## config.mk

```make
export PLATFORM = sky130hd
export DESIGN_NAME = uart_byte_fifo_flat
export DESIGN_NICKNAME = d
export VERILOG_FILES = /design/src/rtl/uart_byte_fifo_pkg.sv /design/src/rtl/uart_byte_fifo_if.sv /design/src/rtl/uart_byte_fifo_ram.sv /design/src/rtl/uart_byte_fifo.sv /design/src/flat_wrapper.sv
export SDC_FILE = /design/constraint.sdc
export NUM_CORES = 1
export LEC_CHECK = 0
export BUFFER_PORTS_ARGS = -buffer_cell sky130_fd_sc_hd__buf_2
export CAP_MARGIN = 10
export CELL_PAD_IN_SITES_DETAIL_PLACEMENT = 0
export CELL_PAD_IN_SITES_GLOBAL_PLACEMENT = 1
export CORE_MARGIN = 4
export CORE_UTILIZATION = 50
export CTS_CLUSTER_SIZE = 40
export DETAILED_ROUTE_END_ITERATION = 10
export GPL_TIMING_DRIVEN = 0
export HOLD_SLACK_MARGIN = 0.1
export PLACE_DENSITY_LB_ADDON = 0.1
export RECOVER_POWER = 50
export SLEW_MARGIN = 25
export SYNTH_ARGS = -nofsm -noshare
export SYNTH_HDL_FRONTEND = slang
export SYNTH_SLANG_ARGS = --single-unit
```

## constraint.sdc

```tcl
create_clock -name clock -period 3.6 [get_ports clock]
set_clock_uncertainty 0.15 [all_clocks]
set_input_delay 0.36 -clock clock [delete_from_list [all_inputs] [get_ports clock]]
set_output_delay 0.36 -clock clock [all_outputs]
set_load 0.02 [all_outputs]
```

## src/rtl/uart_byte_fifo_pkg.sv

```systemverilog
// Shared UART types and constants used by uart_rx, uart_tx and the byte FIFO.
// Latency: n/a (declarations only).
// Backpressure: n/a.
package uart_byte_fifo_pkg;

    // One UART character.
    typedef logic [7:0] byte_t;

    // Saturating drop counter, one byte wide.
    typedef logic [7:0] drop_cnt_t;

    localparam drop_cnt_t DROP_MAX = 8'hFF;

    // Baud generation shared by uart_rx / uart_tx. The FIFO runs on this same clock.
    localparam int CLOCK_HZ     = 24_000_000;
    localparam int BAUD_RATE    = 115_200;
    localparam int BAUD_DIVIDER = CLOCK_HZ / BAUD_RATE;

    // Default FIFO geometry for uart_system.
    localparam int FIFO_DEPTH  = 16;
    localparam int FIFO_DATA_W = 8;

endpackage

```

## src/rtl/uart_byte_fifo_if.sv

```systemverilog
// Byte stream bundle between uart_rx, the byte FIFO and its consumer (uart_tx).
// Latency: n/a (wires only).
// Backpressure: valid/ready on both sides; in_ready/out_valid are driven by the FIFO.
//
// Signals
//  in_valid/in_ready/in_data     producer side (uart_rx -> FIFO)
//  out_valid/out_ready/out_data  consumer side (FIFO -> uart_tx), head byte is FWFT
//  count                         occupancy 0..DEPTH
//  drop_count/drop_clear         saturating lost-byte counter and its clear
interface uart_byte_fifo_if #(
    parameter int DEPTH  = 16,
    parameter int DATA_W = 8
);
    import uart_byte_fifo_pkg::*;

    localparam int COUNT_W = $clog2(DEPTH) + 1;

    logic               in_valid;
    logic               in_ready;
    logic [DATA_W-1:0]  in_data;

    logic               out_valid;
    logic               out_ready;
    logic [DATA_W-1:0]  out_data;

    logic [COUNT_W-1:0] count;
    drop_cnt_t          drop_count;
    logic               drop_clear;

    // Environment side: producer, consumer and status observer.
    modport master (
        output in_valid, in_data, out_ready, drop_clear,
        input  in_ready, out_valid, out_data, count, drop_count
    );

    // FIFO side.
    modport slave (
        input  in_valid, in_data, out_ready, drop_clear,
        output in_ready, out_valid, out_data, count, drop_count
    );

endinterface

```

## src/rtl/uart_byte_fifo_ram.sv

```systemverilog
// DEPTH x DATA_W storage for the byte FIFO: synchronous write, asynchronous read.
// Latency: write visible on rd_data the cycle after the write edge; read is combinational.
// Backpressure: none; the FIFO controller never writes the slot being read.
//
// Ports
//  clock               write clock
//  wr_en/wr_addr/wr_data  write port
//  rd_addr/rd_data        combinational read port
// No reset on the array so it maps onto distributed RAM.
module uart_byte_fifo_ram #(
    parameter int DEPTH  = 16,
    parameter int DATA_W = 8,
    parameter int ADDR_W = $clog2(DEPTH)
) (
    input  logic              clock,
    input  logic              wr_en,
    input  logic [ADDR_W-1:0] wr_addr,
    input  logic [DATA_W-1:0] wr_data,
    input  logic [ADDR_W-1:0] rd_addr,
    output logic [DATA_W-1:0] rd_data
);

    logic [DATA_W-1:0] mem [DEPTH];

    always_ff @(posedge clock) begin
        if (wr_en) begin
            mem[wr_addr] <= wr_data;
        end
    end

    assign rd_data = mem[rd_addr];

endmodule

```

## src/rtl/uart_byte_fifo.sv

```systemverilog
// Byte FIFO absorbing uart_rx bursts ahead of a slower consumer; counts bytes lost when full.
// Latency: byte pushed at edge N is presented (out_valid/out_data) right after edge N, no bypass.
// Backpressure: in_ready = !full from registered pointers only; offers while full are dropped and counted.
//
// Ports
//  clock, resetn   core clock, asynchronous active-low reset
//  bus (slave)     in_*/out_* valid-ready byte streams, count, drop_count, drop_clear
module uart_byte_fifo #(
    parameter int DEPTH  = 16,
    parameter int DATA_W = 8
) (
    input  logic             clock,
    input  logic             resetn,
    uart_byte_fifo_if.slave  bus
);
    import uart_byte_fifo_pkg::*;

    localparam int ADDR_W  = $clog2(DEPTH);
    localparam int COUNT_W = ADDR_W + 1;

    if ((DEPTH < 2) || ((DEPTH & (DEPTH - 1)) != 0)) begin : g_bad_depth
        $error("uart_byte_fifo: DEPTH must be a power of two >= 2");
    end

    // Pointers carry one extra wrap bit so full and empty are distinguishable
    // without a separate flag; the low bits address the RAM.
    logic [COUNT_W-1:0] wr_ptr;
    logic [COUNT_W-1:0] rd_ptr;
    logic [COUNT_W-1:0] occupancy;
    drop_cnt_t          drops;

    logic               full;
    logic               empty;
    logic               push;
    logic               pop;
    logic               drop;
    logic [DATA_W-1:0]  head_data;

    // Flags depend on the registered pointers only, so neither out_ready nor
    // in_valid has a combinational path to the opposite handshake.
    // A pop in the same cycle as full does not open in_ready; that slot is
    // offered one cycle later.
    always_comb begin
        full  = (wr_ptr[COUNT_W-1] != rd_ptr[COUNT_W-1]) &&
                (wr_ptr[ADDR_W-1:0] == rd_ptr[ADDR_W-1:0]);
        empty = (wr_ptr == rd_ptr);
        push  = bus.in_valid  & ~full;
        pop   = bus.out_ready & ~empty;
        drop  = bus.in_valid  &  full;
    end

    always_ff @(posedge clock or negedge resetn) begin
        if (!resetn) begin
            wr_ptr <= '0;
        end else if (push) begin
            wr_ptr <= wr_ptr + 1'b1;
        end
    end

    always_ff @(posedge clock or negedge resetn) begin
        if (!resetn) begin
            rd_ptr <= '0;
        end else if (pop) begin
            rd_ptr <= rd_ptr + 1'b1;
        end
    end

    // Explicit occupancy register: a push and a pop together leave it unchanged.
    always_ff @(posedge clock or negedge resetn) begin
        if (!resetn) begin
            occupancy <= '0;
        end else begin
            case ({push, pop})
                2'b10:   occupancy <= occupancy + 1'b1;
                2'b01:   occupancy <= occupancy - 1'b1;
                default: occupancy <= occupancy;
            endcase
        end
    end

    // uart_rx cannot stall, so every refused byte is lost; count them.
    // Clear takes priority over a drop in the same cycle.
    always_ff @(posedge clock or negedge resetn) begin
        if (!resetn) begin
            drops <= '0;
        end else if (bus.drop_clear) begin
            drops <= '0;
        end else if (drop && (drops != DROP_MAX)) begin
            drops <= drops + 8'd1;
        end
    end

    // Writes only ever land on the slot at wr_ptr, which is never the head
    // while the FIFO holds data (full blocks the write), so out_data is stable
    // while the consumer stalls.
    uart_byte_fifo_ram #(
        .DEPTH  (DEPTH),
        .DATA_W (DATA_W),
        .ADDR_W (ADDR_W)
    ) u_ram (
        .clock   (clock),
        .wr_en   (push),
        .wr_addr (wr_ptr[ADDR_W-1:0]),
        .wr_data (bus.in_data),
        .rd_addr (rd_ptr[ADDR_W-1:0]),
        .rd_data (head_data)
    );

    assign bus.in_ready   = ~full;
    assign bus.out_valid  = ~empty;
    assign bus.out_data   = head_data;
    assign bus.count      = occupancy;
    assign bus.drop_count = drops;

endmodule
```

## src/flat_wrapper.sv

```systemverilog
// flat-port wrapper written by rule: the top's interface ports become plain ports
module uart_byte_fifo_flat import uart_byte_fifo_pkg::*;
#(
    parameter int DEPTH  = 16,
    parameter int DATA_W = 8
)
  (clock, resetn, bus_in_valid, bus_in_data, bus_out_ready, bus_drop_clear, bus_in_ready, bus_out_valid, bus_out_data, bus_count, bus_drop_count);
  uart_byte_fifo_if #(.DEPTH(DEPTH), .DATA_W(DATA_W)) bus_i ();
  input  logic clock;
  input  logic resetn;
  input wire logic [$bits(bus_i.in_valid)-1:0] bus_in_valid;
  input wire logic [$bits(bus_i.in_data)-1:0] bus_in_data;
  input wire logic [$bits(bus_i.out_ready)-1:0] bus_out_ready;
  input wire logic [$bits(bus_i.drop_clear)-1:0] bus_drop_clear;
  output wire logic [$bits(bus_i.in_ready)-1:0] bus_in_ready;
  output wire logic [$bits(bus_i.out_valid)-1:0] bus_out_valid;
  output wire logic [$bits(bus_i.out_data)-1:0] bus_out_data;
  output wire logic [$bits(bus_i.count)-1:0] bus_count;
  output wire logic [$bits(bus_i.drop_count)-1:0] bus_drop_count;
  assign bus_i.in_valid = bus_in_valid;
  assign bus_i.in_data = bus_in_data;
  assign bus_i.out_ready = bus_out_ready;
  assign bus_i.drop_clear = bus_drop_clear;
  assign bus_in_ready = bus_i.in_ready;
  assign bus_out_valid = bus_i.out_valid;
  assign bus_out_data = bus_i.out_data;
  assign bus_count = bus_i.count;
  assign bus_drop_count = bus_i.drop_count;
  uart_byte_fifo #(.DEPTH(DEPTH), .DATA_W(DATA_W)) u_core (.clock(clock), .resetn(resetn), .bus(bus_i));
endmodule
```

==> flow_summary.ini <==
[run_status]
status = completed

[yosys]
synth-simple-area-share = 0.0499
yosys_warnings = 0
syn-instance-count = 329
synthXorXnorAreaFrac = 0.0330
ys_ff_latch = 151
synth-compound-area-share = 0.0132
netlist_area_um2 = 6370
synthAdderAreaFrac = 0.0228
synth.yosys.seq_area_share = 0.694
synth_fp_nets = 353
synth_top_family_by_area = multiplexers
synth_area_per_cell_um2 = 19.3
muxShareOfSynthArea = 0.164
ys_types = 36

[floorplanning]
num_io_pins = 36
fp.dieH_um = 121
row_count = 40
core_area_um2 = 12200
start_util = 0.521
dieWidth_um = 121
die-area_um2 = 14600

[global_route]
met3_usage = 0.0430
grt_max_degree = 24
first_global_vias = 3351
grt-busiest-layer = met2
grt_use_met2 = 0.304
grt-ovfl-total = 0
grtUsageTotal = 0.189
grt_pass1_wl_um = 19800
use_met1 = 0.256
antenna_found_initial = 0

[worst_setup_path]
start_kind = flip-flop
arrival_ns = 3.43
worstPathRequired_ns = 3.75
path_class = reg -> reg
endpoint_kind = flip-flop
r2r_end = u_core.bus.count[4]
crit_end = u_core.bus.count[4]
crit_fanout = 8
crit_start = u_core.rd_ptr[1]
reg2reg_slack_ns = 0.32
rr_startpoint = u_core.rd_ptr[1]
ff2ff_path_depth = 14

[placed_design]
dp_hpwl_um = 8440
dp.cells = 542
post_dp_cell_area_um2 = 6870
portBuffers = 34
gp_congestion = 0.754
post-place-ws_ns = 0.0118

[route]
drc = 0
drt_iter0_drc = 320
drt-wirelength-per-cell_um = 21.7
drt-total-wl_um = 12600
firstDrtPassIters = 4
postRouteAntennaNets = 0
via_per_inst = 5.55
vias = 3224

[clock_tree]
clock_path_buffers = 2
cts.htree.levels = 4
numCtsBuffers = 17
clk_latency_ns = 0.41
tritoncts = yes
clkTransAtPathRegs_ns = 0.06
cts_num_sinks = 151
cts_root_buf = clkbuf_16

[power]
finalPower_mw = 6.04
vdd_drop_max_uv = 368
p_per_area_nw_per_um2 = 803
p_leak_nw = 2.68

[finish]
finalCoreUtilization = 0.616
diodes = 0
drive_above_1_share = 0.235
synthToLayoutAreaGrowth_pct = 18.2
fin_area_um2 = 7530
nets = 424
final_cells = 581

[sta]
worst_slack_ns = 0.318
hold_viol = 0
fin_hold_ws_ns = 0.155
max-slew-margin-rel = 0.129
period_needed_ns = 3.28
max_freq_mhz = 305
rsz0062_at_grt = false
tns_ns = 0
setup_violations = 0
tightestPinTransition_ns = 1.31
fin_crit_sh = 0.912
slew_viol_final = 0

[flow_run]
max_cap_viol_count = 0

[min_path]
hold_path_class = in -> reg
power by group:
| part | internal [mW] | leakage (nW) | switching, mW |
|---|---|---|---|
| registers | 2.14 | 1.45 | 0.107 |
| logic | 0.898 | 0.952 | 1.08 |
| clock network | 1.15 | 0.286 | 0.666 |
cells in the mapped netlist:
library cell	count	area share
nor2b_1	2	0.0020
or2_2	1	0.00098
o21ai_0	5	0.0039
dfrtp_1	23	0.090
nor3_1	6	0.0047
o211ai_1	1	0.0012
mux4_2	10	0.035
buf_8	1	0.0024
nor4b_1	3	0.0041
xnor2_1	17	0.023
nor4_1	2	0.0020
o311ai_2	1	0.0026
fa_1	1	0.0031
or3b_2	1	0.0014
nor2_1	13	0.0077
buf_1	2	0.0012
xor2_1	7	0.0096
inv_1	11	0.0065
clkbuf_1	6	0.0035
nand3_1	8	0.0063
edfxtp_1	128	0.60
buf_6	3	0.0053
ha_1	10	0.020
and3_1	9	0.0088
nor3b_1	3	0.0035
a21o_1	2	0.0024
clkbuf_2	1	0.00079
and2_1	2	0.0020
mux4_1	30	0.12
nand4_1	3	0.0029
mux2i_1	1	0.0016
nand2_1	6	0.0035
inv_2	1	0.00059
mux2_2	2	0.0035
buf_2	3	0.0024
a21oi_1	4	0.0031
worst max-delay path, cell delays in order, from the launching register on:
cell,delay [ns]
dfrtp_1,0.34
buf_2,0.25
xnor2_1,0.15
nand4_1,0.20
nor2_2,0.18
nor2b_1,0.11
inv_2,0.15
ha_2,0.25
inv_1,0.09
fa_1,0.40
nor2b_1,0.12
o21ai_0,0.11
nand3_1,0.10
or3b_2,0.45
xnor2_1,0.14
how the worst min path moves through the flow:
stage	cells past startpoint	from	slack, ns	end
after floorplan	0	resetn	-0.09	u_core.bus.count[0]
after global placement	1	resetn	0.23	u_core.bus.drop_count[5]
after detailed placement	1	resetn	0.23	u_core.bus.drop_count[6]
after CTS	2	bus_drop_clear	0.15	u_core.bus.drop_count[0]
after global routing	2	bus_drop_clear	0.17	u_core.bus.drop_count[0]
final	2	bus_drop_clear	0.15	u_core.bus.drop_count[0]
what timing repair did:
item,in CTS,in global routing
hold endpoints to repair,23,0
setup endpoints to repair,0,1
buffers inserted,0,6
hold buffers,1,0
resized for setup,0,4
final cells by class:
class / instances / area [um2]
clock inverters: 15 / 185
plain buffers: 16 / 98.8
repair buffers: 52 / 283
flip-flops and latches: 151 / 4420
multi-input cells: 150 / 1860
well taps: 168 / 210
clock buffers: 17 / 425
inverters: 12 / 45.0
fillers: 936 / 4690
state kept, by name, indices dropped and copies added, names as in the netlist:
register	count
u_core.bus.count	5
u_core.bus.drop_count	8
u_core.rd_ptr	5
u_core.u_ram.mem	128
u_core.wr_ptr	5
placed cells by master, fill, tap and decap left out, drive strengths merged, types with 3 or more instances in the layout:
master / instances
nor4b: 3
clkinv: 6
xnor2: 17
buf: 40
edfxtp: 128
inv: 12
nor2: 13
clkbuf: 44
ha: 10
o21ai: 5
nand2: 6
xor2: 7
mux4: 40
nor3b: 3
and3: 9
nand3: 8
bufinv: 4
nor3: 6
a21oi: 4
dfrtp: 23
nand4: 3
clkinvlp: 5
metal layers:
layer	vias up	wire length, um
met5	-	0
met4	0	108
met3	8	640
met2	87	6390
met1	1657	5490
li1	1472	-
logic make-up after synthesis:
| group | Yosys count |
|---|---|
| flip-flops | 151 |
| AO/OA/AOI/OAI | 13 |
| multiplexers | 43 |
| XOR/XNOR | 24 |
| adder cells (fa/ha/maj) | 11 |
| AND/OR/NAND/NOR | 59 |
| buffers and inverters | 28 |
(Power assumes the default switching activity.)
